===== config.mk =====
export PLATFORM = sky130hd
export DESIGN_NAME = sha256_padder
export DESIGN_NICKNAME = d
export VERILOG_FILES = /design/src/rtl/sha256_padder.sv
export SDC_FILE = /design/constraint.sdc
export NUM_CORES = 1
export LEC_CHECK = 0
export CAP_MARGIN = 25
export CORE_MARGIN = 5
export CORE_UTILIZATION = 38
export CTS_CLUSTER_DIAMETER = 40
export DETAILED_ROUTE_END_ITERATION = 8
export MAX_ROUTING_LAYER = met4
export PLACE_DENSITY = 0.66
export SLEW_MARGIN = 10
export SYNTH_ARGS = -nofsm -noshare
export SYNTH_HDL_FRONTEND = slang
export SYNTH_SLANG_ARGS = --single-unit

===== constraint.sdc =====
create_clock -name clk -period 2.5 [get_ports clk]
set_input_delay 0.625 -clock clk [delete_from_list [all_inputs] [get_ports clk]]
set_output_delay 0.625 -clock clk [all_outputs]
set_load 0.02 [all_outputs]

===== src/rtl/sha256_padder.sv =====
// ---------------------------------------------------------------------------
// sha256_padder
//
// Collects a byte stream into 512-bit blocks and applies SHA-256 message
// padding (0x80 terminator, zero fill, 64-bit big-endian bit length) so the
// compression core only ever sees complete blocks.
//
// Ports
//   clk, rst_n              clock, asynchronous active-low reset
//   byte_in/_valid/_last    message byte stream; _last marks the final byte
//   byte_ready              high while a byte can be accepted (fill state)
//   block_out               padded block, byte 0 at [511:504]
//   block_valid/_ready      block handshake toward the compression core
//   block_last              block closes the message (qualified by valid)
// ---------------------------------------------------------------------------
module sha256_padder #(
    parameter int unsigned CNT_W = 32
) (
    input  logic         clk,
    input  logic         rst_n,
    input  logic [7:0]   byte_in,
    input  logic         byte_valid,
    input  logic         byte_last,
    output logic         byte_ready,
    output logic [511:0] block_out,
    output logic         block_valid,
    output logic         block_last,
    input  logic         block_ready
);

    typedef enum logic [1:0] {
        S_FILL,
        S_PAD,
        S_OUT,
        S_LEN
    } state_t;

    localparam logic [CNT_W-1:0] CNT_ONE = 1;

    state_t             state_q, state_d;
    logic [511:0]       blk_q, blk_d;
    logic [5:0]         pos_q, pos_d;
    logic [CNT_W-1:0]   cnt_q, cnt_d;
    logic               pad_pend_q, pad_pend_d;
    logic               len_pend_q, len_pend_d;
    logic               last_q, last_d;

    logic [63:0]        len_w;
    logic [8:0]         bit_off;
    logic [8:0]         bit_hi;
    logic [511:0]       keep_mask;

    // Message length in bits, zero-extended into the 64-bit length field.
    assign len_w   = 64'({cnt_q, 3'b000});
    assign bit_off = {pos_q, 3'b000};
    assign bit_hi  = 9'd511 - bit_off;
    // Ones over the bytes already written (0..pos-1); padding clears the rest.
    assign keep_mask = ~({512{1'b1}} >> bit_off);

    always_ff @(posedge clk or negedge rst_n) begin
        if (!rst_n) begin
            state_q    <= S_FILL;
            blk_q      <= '0;
            pos_q      <= '0;
            cnt_q      <= '0;
            pad_pend_q <= 1'b0;
            len_pend_q <= 1'b0;
            last_q     <= 1'b0;
        end else begin
            state_q    <= state_d;
            blk_q      <= blk_d;
            pos_q      <= pos_d;
            cnt_q      <= cnt_d;
            pad_pend_q <= pad_pend_d;
            len_pend_q <= len_pend_d;
            last_q     <= last_d;
        end
    end

    always_comb begin
        state_d    = state_q;
        blk_d      = blk_q;
        pos_d      = pos_q;
        cnt_d      = cnt_q;
        pad_pend_d = pad_pend_q;
        len_pend_d = len_pend_q;
        last_d     = last_q;

        case (state_q)
            S_FILL: begin
                if (byte_valid) begin
                    blk_d[bit_hi -: 8] = byte_in;
                    pos_d = pos_q + 6'd1;   // wraps to 0 after byte 63
                    cnt_d = cnt_q + CNT_ONE;
                    if (pos_q == 6'd63) begin
                        state_d = S_OUT;
                        last_d  = 1'b0;
                        // A final byte that fills the block leaves padding
                        // for a fresh block after this one is taken.
                        if (byte_last) begin
                            pad_pend_d = 1'b1;
                        end
                    end else if (byte_last) begin
                        state_d = S_PAD;
                    end
                end
            end

            S_PAD: begin
                blk_d = (blk_q & keep_mask) | ({8'h80, 504'h0} >> bit_off);
                if (pos_q <= 6'd55) begin
                    blk_d[63:0] = len_w;
                    last_d      = 1'b1;
                end else begin
                    // No room for the length field: it goes in an extra block.
                    len_pend_d = 1'b1;
                    last_d     = 1'b0;
                end
                state_d = S_OUT;
            end

            S_OUT: begin
                if (block_ready) begin
                    blk_d = '0;
                    pos_d = '0;
                    if (pad_pend_q) begin
                        pad_pend_d = 1'b0;
                        state_d    = S_PAD;
                    end else if (len_pend_q) begin
                        state_d = S_LEN;
                    end else begin
                        state_d = S_FILL;
                        if (last_q) begin
                            cnt_d  = '0;
                            last_d = 1'b0;
                        end
                    end
                end
            end

            S_LEN: begin
                blk_d      = {448'h0, len_w};
                last_d     = 1'b1;
                len_pend_d = 1'b0;
                state_d    = S_OUT;
            end

            default: begin
                state_d = S_FILL;
            end
        endcase
    end

    assign byte_ready  = (state_q == S_FILL);
    assign block_valid = (state_q == S_OUT);
    assign block_last  = (state_q == S_OUT) && last_q;
    assign block_out   = blk_q;

endmodule


Word-level counts from Yosys, hierarchy flattened
Cells that the tools add are included.
Widths: inputs -> output; s select.
Operators by class
  $add $sub $neg: 4
  $mul: 0
  div/mod/pow operators: 0
  order comparisons: 1
  equal/unequal tests: 13
  shift-type cells: 4
  muxes and demuxes: 35
  bitwise operators: 3
  reductions and logical operators: 12
Operators by type and width (number)
  $pmux 512 s4: 1
  $mux 512: 2
  $shr 512x9->512 const A: 2
  $shift 8x11->519 const A: 1
  $shiftx 8x11->519: 1
  $and 512x512->512: 1
  $bwmux 512: 1
  $not 512->512: 1
  $or 512x512->512: 1
  $mux 32: 5
  $mux 64: 1
  $pmux 32 s2: 1
  $add 32x1->32 const B: 1
  $mux 2: 6
  $mux 6: 2
  $pmux 6 s2: 1
  $mux 1: 11
  $neg 9->11: 1
  $ne 2x2->1 const B: 5
  $reduce_and 5->1: 2
  $sub 9x9->9 const A: 1
  $add 6x1->6 const B: 1
  $eq 6x6->1 const B: 1
  $le 6x6->1 const B: 1
  other kinds (14): 21
Word-level totals
  register bits: 555
  latch bits: 0
  bits in writable memories: 0
  memory bits (read-only): 0
  input bits: 13
  output and inout port bits: 515
  word-level logic and storage cells: 79
  memories kept: 0

Longest topological paths before layout
  word-level depth: 6
  depth in mapped cells: 9
  depth with buffers taken out: 7

Worst setup path after synthesis
No wires, ideal clock.
  path type: register -> register
  start: register pos_q[2]
  end: register with a tool-made name
  setup time: 0.121 ns
  data arrival time: 2.305 ns
  required time: 2.379 ns
  path slack: 0.074 ns
  stages on the path, launching flop included: 10
  path buffers: 2
  period minus slack after synthesis: 2.426 ns
  cells stage by stage: dfrtp_1 -> clkbuf_1 -> clkbuf_1 -> inv_1 -> ha_1 -> nor2b_1 -> nand2_1 -> o21ai_0 -> o21ai_1 -> a22o_1
RTL lines
  start: declaration: RTL line 42  | logic [5:0] pos_q, pos_d;
  start signal: assignment: RTL line 72  | pos_q <= pos_d;

Worst setup path after layout
  start: register state_q[0]
  end: output byte_ready
Between the ends
  cells in the longest elaborated chain, start to end: 1
Ends and longest elaborated chain
  start: declaration: RTL line 40  | state_t state_q, state_d;
  start signal: assignment: RTL line 70  | state_q <= state_d;
  $logic_not 2->1: RTL line 154  | assign byte_ready = (state_q == S_FILL);
  end: declaration: RTL line 24  | output logic byte_ready,
No other way between the ends.

==> results by stage <==
Cells and area:
- In the final layout, flip-flops and latches occupy 0.0139 sq mm.
- The footprint of the multi-input gates is 0.00878 sq mm.
- The area added between synthesis and finish is 51.2%.
- The share of layout cells above drive strength 1 is 0.174.
- For this run, the post-layout net count is 2,918.
- The number of fill cells in the layout is 5,059.
- The library cell used most frequently in the layout, excluding fill and tap cells, is sky130_fd_sc_hd__dfrtp_1.
- Leaving out fill and tap cells, the most frequent cells in the layout are sky130_fd_sc_hd__dfrtp_1, sky130_fd_sc_hd__clkdlybuf4s50_1, sky130_fd_sc_hd__buf_4.

Synth:
- The net count after synthesis is 2,094.
- The portion of synthesized area spent on multiplexers is 0.000973.
- The fraction of registers with async set/reset is 1.00.
- A synthesized cell averages 11.2 sq um.
- The count of cell types in the netlist is 60.
- The largest area contributor in the netlist is sky130_fd_sc_hd__dfrtp_1.
- The part of the Yosys area used for sequential elements is 0.600.
- The commonest register cell after synthesis is sky130_fd_sc_hd__dfrtp_1.
- The post-synthesis cell count is 2,073.
- Yosys printed 0 warnings.
- The share of synthesized cell area in full adder, half adder and majority cells is 0.00433.
- Of the post-synthesis cell area, the dominant cell type holds 0.600.
- The dominant combinational cell family by area after synthesis is compound AO/OA/AOI/OAI gates.
- The flop and latch count out of synthesis is 555.
- The area share of and/or/nand/nor cells after synthesis is 0.120.
- The netlist area before placement is 0.0231 sq mm.
- Sorting the synthesized cells by area gives the leading types as sky130_fd_sc_hd__dfrtp_1, sky130_fd_sc_hd__o2bb2ai_1, sky130_fd_sc_hd__a22o_1.
- The compound-cell area share of the yosys netlist came to 0.246.
- The count of flip-flops with a built-in enable after synthesis is 0.
- The post-synthesis xor/xnor area fraction is 0.00530.

STA:
- The time the final worst path needs with I/O delays and setup is 2460 ps.
- The slew at the pin closest to its max-slew limit is 872 ps.
- The total count of hold-check failures in the final report is 0.
- The maximum clock skew at final layout is 29.8 ps.
- The tightest hold path in the finished design has a slack of 480 ps.
- The post-route clock period utilization is 0.983.
- The maximum clock frequency is 0.407 GHz.
- The count of endpoints failing setup in the final report is 0.
- The final worst slack is 43.4 ps.
- The final number of max-transition violations came to 0.
- In this run the tightest slew margin relative to its limit is 0.416.
- Setup repair after global routing left no endpoint under its margin.

GRT:
- The first global-routing pass estimated 155,000 um of wire.
- The overall routing resource usage is 0.317.
- The remaining global-route overflow is 0.
- The via count of the first global-routing pass is 22,758.
- The initial antenna violation count came to 2.
- Entering global routing, the biggest net connects 90 pins.

Die:
- The width of the die is 257 um.
- The floorplan step set the die height to 257 um.
- The standard cell core area is 0.0604 sq mm.
- The floorplan has 90 rows.
- The floorplan step defined a die boundary enclosing 0.0659 sq mm.
- The starting utilization of the core area is 0.383.
- The count of pins on the block boundary is 528.

Detailed routing:
- The total wire length after detailed routing is 104,000 um.
- The post-route antenna net violation count is 0.
- The total number of vias is 21,965.
- The mean number of vias per cell is 5.85.
- The routed length per instance is 27.8 um.
- After the first detailed-routing iteration, the DRC count stood at 2,071.
- The number of detailed-routing iterations run before antenna repair is 6.
- The post-route DRC violation count is 0.

Setup path:
- The critical path required time is 1880 ps.
- The worst reg2reg path depth is 7.
- The worst-path maximum fanout is 26.
- STA classifies the critical path endpoint as a primary output.
- The type of element launching the critical path is a register.
- The type of the setup path with the least slack is register to primary output.
- At the worst endpoint, the arrival time is 1830 ps.

Placement:
- Detailed placement finished with a half-perimeter wire length of 78,300 um.
- The global placer's final weighted congestion is 0.989.
- The setup slack at placement is -468 ps.
- The quantity of I/O buffers inserted on ports is 527.

Power:
- The share of total power dissipated in sequential elements is 0.328.
- The share of total power dissipated in combinational logic is 0.254.
- The internal portion of the total power is 19,700 uW.
- The static leakage is 0.0150 uW.
- The worst-case IR drop observed on VDD is 0.477 mV.
- Dividing total power by cell area gives a power density of 855 mW/mm^2.
- Of the total power, the share spent switching nets is 0.341.
- The analysis attributes to net switching a power of 10,200 uW.
- Of the total power, the clock network draws 0.419.

CTS:
- Clock tree synthesis found a total of 555 sinks.
- In this run, CTS created clock tree buffers numbering 86.
- TritonCTS built the clock tree.
- The clock tree buffer depth is 3.
- The clock latency of the later-clocked register in the worst-skew pair is 650 ps.
- After clock tree synthesis, the clock-pin slew on the worst setup and hold paths is 60 ps.
- The cell sitting at the root of the clock tree is a sky130_fd_sc_hd__clkbuf_16.
- The number of H-tree levels is 3.

Run:
- The tool flagged a number of max-cap violations equal to 0.

Hold path:
- The type of the tightest min-delay check is register to register.
- Along the worst hold path, the cell count comes to 2.

Run status:
- The run finished with clean final reports.
## per-layer routing
layer / vias up / track usage / part of all wire
met5: - / - / 0
met3: 216 / 0.0790 / 0.083
met4: 0 / 0.103 / 0.036
li1: 9492 / - / -
met2: 1163 / 0.493 / 0.47
met1: 11094 / 0.412 / 0.41
## critical path, cell delays in order, from the launching register on
cell                      delay [ps]
sky130_fd_sc_hd__dfrtp_1         430
sky130_fd_sc_hd__buf_6           230
sky130_fd_sc_hd__nor2_4          230
sky130_fd_sc_hd__buf_4           150
sky130_fd_sc_hd__buf_4           150
## power by group through the flow
| stage | sequential, uW | clock (uW) | combinational (uW) |
|---|---|---|---|
| CTS | 9780 | 12700 | 7440 |
| finish | 9800 | 12500 | 7580 |
| global placement | 9920 | 0 | 7300 |
| global route | 9840 | 13100 | 7990 |
| floorplan | 10100 | 0 | 2980 |
| detailed placement | 9930 | 0 | 7350 |
## area by class of cell
type | count | area share
diodes | 2 | 0.000143
clock buffers | 106 | 0.0679
clock inverters | 54 | 0.0198
inverters | 11 | 0.00118
multi-input cells | 1385 | 0.251
flip-flops and latches | 555 | 0.397
well taps | 782 | 0.0280
repair buffers | 858 | 0.235
## kinds of logic after synthesis
| family | after synthesis |
|---|---|
| compound gates | 753 |
| simple gates | 608 |
| flops | 555 |
| buf+inv | 133 |
| xor+xnor | 14 |
| fa+ha+maj | 8 |
| mux | 2 |
## synth_stat cells, drive strengths merged, types with 3 or more instances
cell,count
o21ai,192
buf,19
o2bb2a,3
o2bb2ai,243
dfrtp,555
and3,20
a31oi,9
nand2b,12
o211ai,6
a22oi,6
a211oi,3
o31ai,12
a32o,65
or4,7
nand2,266
and2,16
a22o,130
nand4,10
nand3b,5
or3,18
nand3,49
a32oi,5
or2,5
a31o,3
a21o,10
a2bb2oi,3
a21oi,51
nor4b,3
nor3b,3
nor2b,25
inv,9
clkbuf,103
xnor2,10
xor2,4
nor3,28
nor4,10
nor2,127
ha,8
## stage by stage
stage	instances	util	instance area, sq um	total power (uW)	TNS [ps]
after floorplan	2073	-	23100	13000	0
after global placement	3589	0.528	31900	17200	-117470
after detailed placement	3589	0.528	31900	17300	-114490
after CTS	3751	0.580	35000	29900	0
after global routing	3753	0.580	35000	30900	0
final	3753	0.580	35000	29900	0
## timing repair
| item | in CTS | in global routing |
|---|---|---|
| cloned | 1 | 0 |
| gates resized for setup | 5 | 4 |
| hold buffers | 1 | 0 |
| pin swaps | 1 | 0 |
| setup endpoints to repair | 30 | 23 |
| buffers inserted | 0 | 0 |
| hold endpoints to repair | 36 | 0 |
## final timing paths
check / from / end / slack [ps]
max: state_q[0] / byte_ready / 40
min: register / register / 480
min in group asynchronous: rst_n / asynchronous set/reset pin / 530
min reg2reg: register / register / 480
max in group asynchronous: rst_n / asynchronous set/reset pin / 1110
max reg2reg: state_q[0] / register / 90
Note: power is estimated with default switching activity, not from simulation.
